[config.mk]
export PLATFORM = sky130hd
export DESIGN_NAME = sdram_arbiter_flat
export DESIGN_NICKNAME = d
export VERILOG_FILES = /design/src/rtl/sdram_arbiter_pkg.sv /design/src/rtl/sdram_arbiter_if.sv /design/src/rtl/sdram_aref_timer.sv /design/src/rtl/sdram_arbiter.sv /design/src/flat_wrapper.sv
export SDC_FILE = /design/constraint.sdc
export NUM_CORES = 1
export LEC_CHECK = 0
export BUFFER_PORTS_ARGS = -buffer_cell sky130_fd_sc_hd__buf_2
export CORE_MARGIN = 4
export CORE_UTILIZATION = 45
export DETAILED_ROUTE_END_ITERATION = 8
export PLACE_DENSITY = 0.81
export SLEW_MARGIN = 20
export SYNTH_ARGS = -nofsm -noshare
export SYNTH_HDL_FRONTEND = slang
export SYNTH_SLANG_ARGS = --single-unit
[constraint.sdc]
create_clock -name S_CLK -period 2.1 [get_ports S_CLK]
set_clock_uncertainty 0.1 [all_clocks]
set_input_delay 0 -clock S_CLK [delete_from_list [all_inputs] [get_ports S_CLK]]
set_output_delay 0 -clock S_CLK [all_outputs]
set_load 0.05 [all_outputs]
[src/rtl/sdram_arbiter_pkg.sv]
// Shared definitions for the SDRAM command arbiter: pin-level command codes,
// refresh timing constants and the arbiter state encoding.
package sdram_arbiter_pkg;

    // Command encoding {CKE, CS_N, RAS_N, CAS_N, WE_N}
    localparam logic [4:0] CMD_NOP  = 5'b10111;
    localparam logic [4:0] CMD_PREC = 5'b10010;
    localparam logic [4:0] CMD_AREF = 5'b10001;
    localparam logic [4:0] CMD_MRS  = 5'b10000;

    localparam int REF_PERIOD = 1500;
    localparam int AREF_STEPS = 10;

    // A10 high selects precharge-all during the refresh sequence
    localparam logic [11:0] ADDR_PALL = 12'h400;
    localparam logic [11:0] ADDR_ZERO = 12'h000;

    typedef enum logic [2:0] {
        ST_INIT  = 3'd0,
        ST_IDLE  = 3'd1,
        ST_AREF  = 3'd2,
        ST_WRITE = 3'd3,
        ST_READ  = 3'd4
    } state_e;

endpackage

[src/rtl/sdram_arbiter_if.sv]
// Bus between the init/write/read stages and the arbiter, plus the muxed
// SDRAM pin outputs.
interface sdram_arbiter_if;
    logic        flag_init;
    logic [4:0]  init_cmd;
    logic [11:0] init_addr;
    logic        wr_req;
    logic        rd_req;
    logic        wr_end;
    logic        rd_end;
    logic [4:0]  wr_cmd;
    logic [4:0]  rd_cmd;
    logic [11:0] wr_addr;
    logic [11:0] rd_addr;
    logic        wr_en;
    logic        rd_en;
    logic        aref_req;
    logic [4:0]  sdram_cmd;
    logic [11:0] sdram_addr;

    modport slave (
        input  flag_init, init_cmd, init_addr,
        input  wr_req, rd_req, wr_end, rd_end,
        input  wr_cmd, rd_cmd, wr_addr, rd_addr,
        output wr_en, rd_en, aref_req, sdram_cmd, sdram_addr
    );

    modport master (
        output flag_init, init_cmd, init_addr,
        output wr_req, rd_req, wr_end, rd_end,
        output wr_cmd, rd_cmd, wr_addr, rd_addr,
        input  wr_en, rd_en, aref_req, sdram_cmd, sdram_addr
    );
endinterface

[src/rtl/sdram_aref_timer.sv]
// Auto-refresh period timer: raises ref_pend once per REF_PERIOD cycles after
// initialisation and holds it until the arbiter acknowledges it.
module sdram_aref_timer
    import sdram_arbiter_pkg::*;
(
    input  logic S_CLK,
    input  logic RST_N,
    input  logic flag_init,
    input  logic ref_ack,
    output logic ref_pend
);

    localparam logic [10:0] CNT_LAST = 11'(REF_PERIOD - 1);

    logic [10:0] cnt_q;
    logic [10:0] cnt_d;
    logic        ref_pend_q;
    logic        ref_pend_d;
    logic        wrap_s;

    // Next-state for the period counter and the pending flag; a wrap beats an ack
    always_comb begin
        wrap_s     = 1'b0;
        cnt_d      = cnt_q;
        ref_pend_d = ref_pend_q;
        if (flag_init) begin
            if (cnt_q == CNT_LAST) begin
                wrap_s = 1'b1;
                cnt_d  = 11'd0;
            end else begin
                cnt_d  = cnt_q + 11'd1;
            end
        end else begin
            cnt_d = cnt_q;
        end
        if (wrap_s) begin
            ref_pend_d = 1'b1;
        end else if (ref_ack) begin
            ref_pend_d = 1'b0;
        end else begin
            ref_pend_d = ref_pend_q;
        end
    end

    // Timer state registers
    always_ff @(posedge S_CLK or negedge RST_N) begin
        if (!RST_N) begin
            cnt_q      <= 11'd0;
            ref_pend_q <= 1'b0;
        end else begin
            cnt_q      <= cnt_d;
            ref_pend_q <= ref_pend_d;
        end
    end

    assign ref_pend = ref_pend_q;

endmodule

[src/rtl/sdram_arbiter.sv]
// SDRAM command arbiter: owns the pins after initialisation and hands them to
// refresh, write or read, with refresh taking priority over new traffic.
module sdram_arbiter
    import sdram_arbiter_pkg::*;
(
    input  logic            S_CLK,
    input  logic            RST_N,
    sdram_arbiter_if.slave  bus
);

    localparam logic [3:0] STEP_LAST = 4'(AREF_STEPS - 1);

    state_e     state_q;
    state_e     state_d;
    logic [3:0] step_q;
    logic [3:0] step_d;
    logic       ref_pend_s;
    logic       ref_ack_s;

    sdram_aref_timer u_timer (
        .S_CLK     (S_CLK),
        .RST_N     (RST_N),
        .flag_init (bus.flag_init),
        .ref_ack   (ref_ack_s),
        .ref_pend  (ref_pend_s)
    );

    // Next-state and refresh-sequence step; requests are only looked at in IDLE
    always_comb begin
        state_d = state_q;
        case (state_q)
            ST_INIT: begin
                if (bus.flag_init) state_d = ST_IDLE;
                else               state_d = ST_INIT;
            end
            ST_IDLE: begin
                if (ref_pend_s)       state_d = ST_AREF;
                else if (bus.wr_req)  state_d = ST_WRITE;
                else if (bus.rd_req)  state_d = ST_READ;
                else                  state_d = ST_IDLE;
            end
            ST_AREF: begin
                if (step_q == STEP_LAST) state_d = ST_IDLE;
                else                     state_d = ST_AREF;
            end
            ST_WRITE: begin
                if (bus.wr_end) state_d = ST_IDLE;
                else            state_d = ST_WRITE;
            end
            ST_READ: begin
                if (bus.rd_end) state_d = ST_IDLE;
                else            state_d = ST_READ;
            end
            default: state_d = ST_INIT;
        endcase
        if ((state_q == ST_AREF) && (state_d == ST_AREF)) begin
            step_d = step_q + 4'd1;
        end else begin
            step_d = 4'd0;
        end
    end

    assign ref_ack_s = (state_q == ST_IDLE) && ref_pend_s;

    // FSM registers
    always_ff @(posedge S_CLK or negedge RST_N) begin
        if (!RST_N) begin
            state_q <= ST_INIT;
            step_q  <= 4'd0;
        end else begin
            state_q <= state_d;
            step_q  <= step_d;
        end
    end

    // Pin mux and grants, selected by the registered state only
    always_comb begin
        bus.sdram_cmd  = CMD_NOP;
        bus.sdram_addr = ADDR_ZERO;
        bus.wr_en      = 1'b0;
        bus.rd_en      = 1'b0;
        case (state_q)
            ST_INIT: begin
                bus.sdram_cmd  = bus.init_cmd;
                bus.sdram_addr = bus.init_addr;
            end
            ST_IDLE: begin
                bus.sdram_cmd  = CMD_NOP;
                bus.sdram_addr = ADDR_ZERO;
            end
            ST_AREF: begin
                bus.sdram_addr = ADDR_PALL;
                if (step_q == 4'd0)      bus.sdram_cmd = CMD_PREC;
                else if (step_q == 4'd2) bus.sdram_cmd = CMD_AREF;
                else                     bus.sdram_cmd = CMD_NOP;
            end
            ST_WRITE: begin
                bus.sdram_cmd  = bus.wr_cmd;
                bus.sdram_addr = bus.wr_addr;
                bus.wr_en      = 1'b1;
            end
            ST_READ: begin
                bus.sdram_cmd  = bus.rd_cmd;
                bus.sdram_addr = bus.rd_addr;
                bus.rd_en      = 1'b1;
            end
            default: begin
                bus.sdram_cmd  = CMD_NOP;
                bus.sdram_addr = ADDR_ZERO;
            end
        endcase
    end

    assign bus.aref_req = ref_pend_s && ((state_q == ST_WRITE) || (state_q == ST_READ));

endmodule

[src/flat_wrapper.sv]
// flat-port wrapper written by rule: the top's interface ports become plain ports
module sdram_arbiter_flat import sdram_arbiter_pkg::*;
  (S_CLK, RST_N, bus_flag_init, bus_init_cmd, bus_init_addr, bus_wr_req, bus_rd_req, bus_wr_end, bus_rd_end, bus_wr_cmd, bus_rd_cmd, bus_wr_addr, bus_rd_addr, bus_wr_en, bus_rd_en, bus_aref_req, bus_sdram_cmd, bus_sdram_addr);
  sdram_arbiter_if bus_i ();
  input  logic S_CLK;
  input  logic RST_N;
  input wire logic [$bits(bus_i.flag_init)-1:0] bus_flag_init;
  input wire logic [$bits(bus_i.init_cmd)-1:0] bus_init_cmd;
  input wire logic [$bits(bus_i.init_addr)-1:0] bus_init_addr;
  input wire logic [$bits(bus_i.wr_req)-1:0] bus_wr_req;
  input wire logic [$bits(bus_i.rd_req)-1:0] bus_rd_req;
  input wire logic [$bits(bus_i.wr_end)-1:0] bus_wr_end;
  input wire logic [$bits(bus_i.rd_end)-1:0] bus_rd_end;
  input wire logic [$bits(bus_i.wr_cmd)-1:0] bus_wr_cmd;
  input wire logic [$bits(bus_i.rd_cmd)-1:0] bus_rd_cmd;
  input wire logic [$bits(bus_i.wr_addr)-1:0] bus_wr_addr;
  input wire logic [$bits(bus_i.rd_addr)-1:0] bus_rd_addr;
  output wire logic [$bits(bus_i.wr_en)-1:0] bus_wr_en;
  output wire logic [$bits(bus_i.rd_en)-1:0] bus_rd_en;
  output wire logic [$bits(bus_i.aref_req)-1:0] bus_aref_req;
  output wire logic [$bits(bus_i.sdram_cmd)-1:0] bus_sdram_cmd;
  output wire logic [$bits(bus_i.sdram_addr)-1:0] bus_sdram_addr;
  assign bus_i.flag_init = bus_flag_init;
  assign bus_i.init_cmd = bus_init_cmd;
  assign bus_i.init_addr = bus_init_addr;
  assign bus_i.wr_req = bus_wr_req;
  assign bus_i.rd_req = bus_rd_req;
  assign bus_i.wr_end = bus_wr_end;
  assign bus_i.rd_end = bus_rd_end;
  assign bus_i.wr_cmd = bus_wr_cmd;
  assign bus_i.rd_cmd = bus_rd_cmd;
  assign bus_i.wr_addr = bus_wr_addr;
  assign bus_i.rd_addr = bus_rd_addr;
  assign bus_wr_en = bus_i.wr_en;
  assign bus_rd_en = bus_i.rd_en;
  assign bus_aref_req = bus_i.aref_req;
  assign bus_sdram_cmd = bus_i.sdram_cmd;
  assign bus_sdram_addr = bus_i.sdram_addr;
  sdram_arbiter u_core (.S_CLK(S_CLK), .RST_N(RST_N), .bus(bus_i));
endmodule
# == Word-level counts from Yosys, hierarchy flattened ==
# Cells that the tools add are included.
# word_totals
register_bits,19
wordCells,41
mem_bits_rw,0
mem_bits_ro,0
latchBits,0
out_inout_bits,20
mem_count,0
# op_classes
multipliers,0
shifts,0
bitwise,0
n_reduce_logical,7
muxes,20
n_eq_ne,8
addsub,2
n_div,0
order_cmp,0
# ops
operator,count
$pmux 12 s4,1
$pmux 5 s4,1
$mux 3,5
$pmux 3 s5,1
$add 11x1->11 const B,1
$eq 11x11->1 const B,1
$mux 11,1
$eq 3x2->1 const B,3
$mux 1,7
$mux 5,1
$add 4x1->4 const B,1
$eq 4x2->1 const B,1
$eq 4x4->1 const B,1
$logic_not 4->1,1
$mux 2,2
$mux 4,1
$eq 3x1->1 const B,1
$eq 3x3->1 const B,1
$logic_and 1x1->1,3
$logic_not 3->1,1
$reduce_bool 2->1,1
$logic_or 1x1->1,1

# == Logic depth before layout (Yosys ltp) ==
# logic_depth
depth_word,7
ltp_mapped,5

# == Modules after synthesis ==
# Synthesis repeated with hierarchy kept, for this count alone.
# hier_totals
cells_unflattened,167
hier_area_um2,1502.7
# by_module_without_submodules
mod,area_each_um2,cells_each,n_inst
sdram_arbiter,859.6,102,1
sdram_aref_timer,643.1,65,1

# == Least setup slack after synthesis ==
# No wires, ideal clock.
# synth_timing
path_type,register to output
startpoint,register u_core.state_q[2]
endpoint,output port bus_sdram_addr[10]
path_stages_with_launch,5
n_path_buf,1
arrival_ns,1.878
path_slack_ns,0.122
path_cell_list,dfrtp_1 -> buf_2 -> or3b_2 -> inv_1 -> o2bb2ai_1
# synth_between
elab_chain_len,2
# synth_rtl
element,line,rtl
start: declaration,sdram_arbiter.sv:13,state_e state_q;
start signal: assignment,sdram_arbiter.sv:71,state_q <= state_d;
$eq 3x3->1 (tied with other cells),sdram_arbiter.sv:82,case (state_q)
$pmux 12 s4 (*),sdram_arbiter.sv:82,
end: declaration,flat_wrapper.sv:22,output wire logic [$bits(bus_i.sdram_addr)-1:0] bus_sdram_addr;
# Mark *: on every way between the ends. The rest lies on a longest branch, timed or not.

# == Worst setup path after layout ==
# layout_timing
startpoint,register u_core.state_q[1]
endpoint,output port bus_sdram_addr[10]
# Same word-level chain as after synthesis.

==> results.sh <==
export IMPL_crit_slowest_cell="or3b_2"
export IMPL_rr_endpoint="u_core.u_timer.cnt_q[7]"
export IMPL_startpoint_type="flop"
export IMPL_layout_cells_non_filler=283
export IMPL_synth_cell_type_count=36
export IMPL_dr_pass1_iters=4
export IMPL_syn_inst=158
export IMPL_p_clk_frac=0.077
export IMPL_p_int_mw=1.06
export IMPL_setup_viol=0
export IMPL_ys_top_cells_by_count="dfrtp_1 (19), nor2_1 (19), mux2i_1 (14)"
export IMPL_grt_max_degree=20
export IMPL_fillers=274
export IMPL_dpl_instance_area_sq_um=1870
export IMPL_clk_latency_ns=0.31
export IMPL_grt_overflow=0
export IMPL_drc=0
export IMPL_rr_worst_depth=3
export IMPL_endpoint="bus_sdram_addr[10]"
export IMPL_worstPathCellList="or3b_2 -> inv_1 -> o2bb2ai_1 -> buf_2"
export IMPL_vias_per_cell=5.40
export IMPL_rsz0062_at_grt="no"
export IMPL_drt_iter0_drc=59
export IMPL_gp_congestion=0.801
export IMPL_clockBufferDepth=2
export IMPL_max_freq_mhz=505
export IMPL_required_ns=2.00
export IMPL_antenna_found_initial=0
export IMPL_wl_um=3770
export IMPL_detail_route_antenna_nets=0
export IMPL_post_route_period_util=0.943
export IMPL_num_rows=20
export IMPL_syn_to_final_growth_pct=34.8
export IMPL_syn_area_sq_um=1440
export IMPL_syn_num_nets=221
export IMPL_die_area_sq_um=4160
export IMPL_critPathCaptureType="output port"
export IMPL_numCtsBuffers=3
export IMPL_cp_max_fo=13
export IMPL_cellLeakagePower_nw=0.929
export IMPL_worst_pin_slew_ns=0.428
export IMPL_multiInputGateArea_sq_um=901
export IMPL_register_area_sq_um=477
export IMPL_dpl_cell_count=275
export IMPL_power_density_nw_per_um2=1300
export IMPL_max_cap_violations=0
export IMPL_initial_core_util=0.471
export IMPL_synth_flop_cell="dfrtp_1"
export IMPL_sequentialPowerShare=0.260
export IMPL_slew_violations=0
export IMPL_nNetsFinal=303
export IMPL_cts_sinks=19
export IMPL_synth_top_cell_area_share=0.331
export IMPL_synth_edf_count=0
export IMPL_setup_tns_ns=0
export IMPL_r2r_slack_ns=0.30
export IMPL_hold_class="input port to flop"
export IMPL_dp_hpwl_um=2990
export IMPL_sw_frac_of_total=0.578
export IMPL_track_usage=0.180
export IMPL_root_buffer="clkbuf_4"
export IMPL_htree_levels=1
export IMPL_port_buffers=77
export IMPL_outcome="finished, final reports clean"
export IMPL_cp_startpoint="u_core.state_q[1]"
export IMPL_antenna_cells=0
export IMPL_slowest_delay_ns=0.56
export IMPL_avgSynthCellArea_sq_um=9.10
export IMPL_grt_pass1_vias=1430
export IMPL_ys_ff_latch=19
export IMPL_switching_power_mw=1.46
export IMPL_synthArstFlopShare=1.00
export IMPL_hold_viol=0
export IMPL_yosysTopAreaCell="dfrtp_1"
export IMPL_combPwrFrac=0.663
export IMPL_final_area_sq_um=1940
export IMPL_die_w_um=64.5
export IMPL_clkTransAtPathRegs_ns=0.11
export IMPL_reg2reg_from="u_core.u_timer.cnt_q[2]"
export IMPL_drive_above_1_share=0.389
export IMPL_path_class="flop to output port"
export IMPL_die_y_um=64.5
export IMPL_grt_pass1_wl_um=6140
export IMPL_pin_count=78
export IMPL_slew_headroom=0.715
export IMPL_ys_top_cells_by_area="dfrtp_1 (33%), mux2i_1 (9.7%), o2bb2ai_1 (7.9%)"
export IMPL_arrival_ns=1.88
export IMPL_post_route_min_period_ns=1.98
export IMPL_cts_tree="yes"
export IMPL_post_drt_wl_per_cell_um=13.3
export IMPL_via_count=1527
export IMPL_max_vdd_ir_drop_uv=783
export IMPL_core_area_sq_um=3050
export IMPL_p_total_mw=2.52
export IMPL_ys_warn_count=0
export IMPL_yosysSeqAreaShare=0.331
==> layer usage <==
metal | vias up | routed length (um) | track usage
met1 | 713 | 1500 | 0.207
met5 | - | 0 | 0
li1 | 745 | - | -
met3 | 6 | 425 | 0.0607
met4 | 0 | 40 | 0.0554
met2 | 63 | 1800 | 0.316
==> cell families after synthesis <==
| family | Yosys count | synth area share |
|---|---|---|
| AOI/OAI and AO/OA | 40 | 0.209 |
| xor gates and xnor gates | 8 | 0.0487 |
| adders and majority gates | 5 | 0.0435 |
| buffers and inverters | 15 | 0.0426 |
| DFF | 19 | 0.331 |
| muxes | 15 | 0.105 |
| and+or+nand+nor | 56 | 0.220 |
==> power by group through the flow <==
stage	combinational, mW	sequential, mW	clock (mW)
after floorplan	1.35	0.577	0
after global placement	1.65	0.646	0
after detailed placement	1.67	0.657	0
after CTS	1.68	0.648	0.197
after global routing	1.82	0.680	0.210
final	1.67	0.657	0.194
==> flip-flops by register name, indices dropped and copies added, names as in the netlist <==
register / flops
u_core.step_q: 4
u_core.state_q: 3
u_core.u_timer.cnt_q: 11
u_core.u_timer.ref_pend: 1
==> how the worst min path moves through the flow <==
stage,from,end,cells past startpoint
final,bus_wr_req,u_core.state_q[2],4
after global routing,bus_wr_req,u_core.state_q[2],4
after CTS,bus_wr_req,u_core.state_q[2],4
after detailed placement,RST_N,u_core.u_timer.cnt_q[5],1
after global placement,RST_N,u_core.u_timer.cnt_q[9],1
after floorplan,RST_N,u_core.state_q[0],0
==> layout by cell type (no fill, tap or decap), drive strengths merged, types with 4 or more instances in the layout <==
cell          n
o22ai         4
dfrtp        19
inv           8
o21a          4
a21oi         6
buf          80
o2bb2ai      13
nand4         4
o21ai         4
nand2         6
ha            5
xor2          6
nor2         19
mux2i        14
dlygate4sd3   4
nor3          4
nor2b         4
nand3         4
==> worst max-delay path: cells and delay by family (launching register included) <==
family / cells / cell delay [ns]
simple gates: 1 / 0.56
flops: 1 / 0.53
buf+inv: 2 / 0.38
compound gates: 1 / 0.10
==> timing repair <==
item | CTS | global route
setup endpoints to repair | 0 | 12
gates resized for setup | 0 | 1
hold endpoints to repair | 23 | 0
setup buffers | 0 | 0
hold buffers | 4 | 0
==> metrics by stage <==
| step | setup WS [ns] | util | hold slack, ns |
|---|---|---|---|
| 3_3_place_gp | 0.356 | 0.612 | -0.145 |
| 4_1_cts | 0.108 | 0.634 | 0.00922 |
| 2_1_floorplan | 0.122 | - | -0.396 |
| 3_5_place_dp | 0.317 | 0.612 | -0.142 |
| 6_report | 0.119 | 0.635 | 0.0120 |
| 5_1_grt | 0.0230 | 0.635 | 0.0189 |
==> cell type report <==
type                    instances  share of cell area
flip-flops and latches         19               0.246
repair buffers                 84               0.231
clock buffers                   3              0.0116
well taps                      44              0.0284
clock inverters                 1             0.00258
inverters                       8              0.0155
multi-input cells             124               0.465
Note: power is estimated with default switching activity, not from simulation.
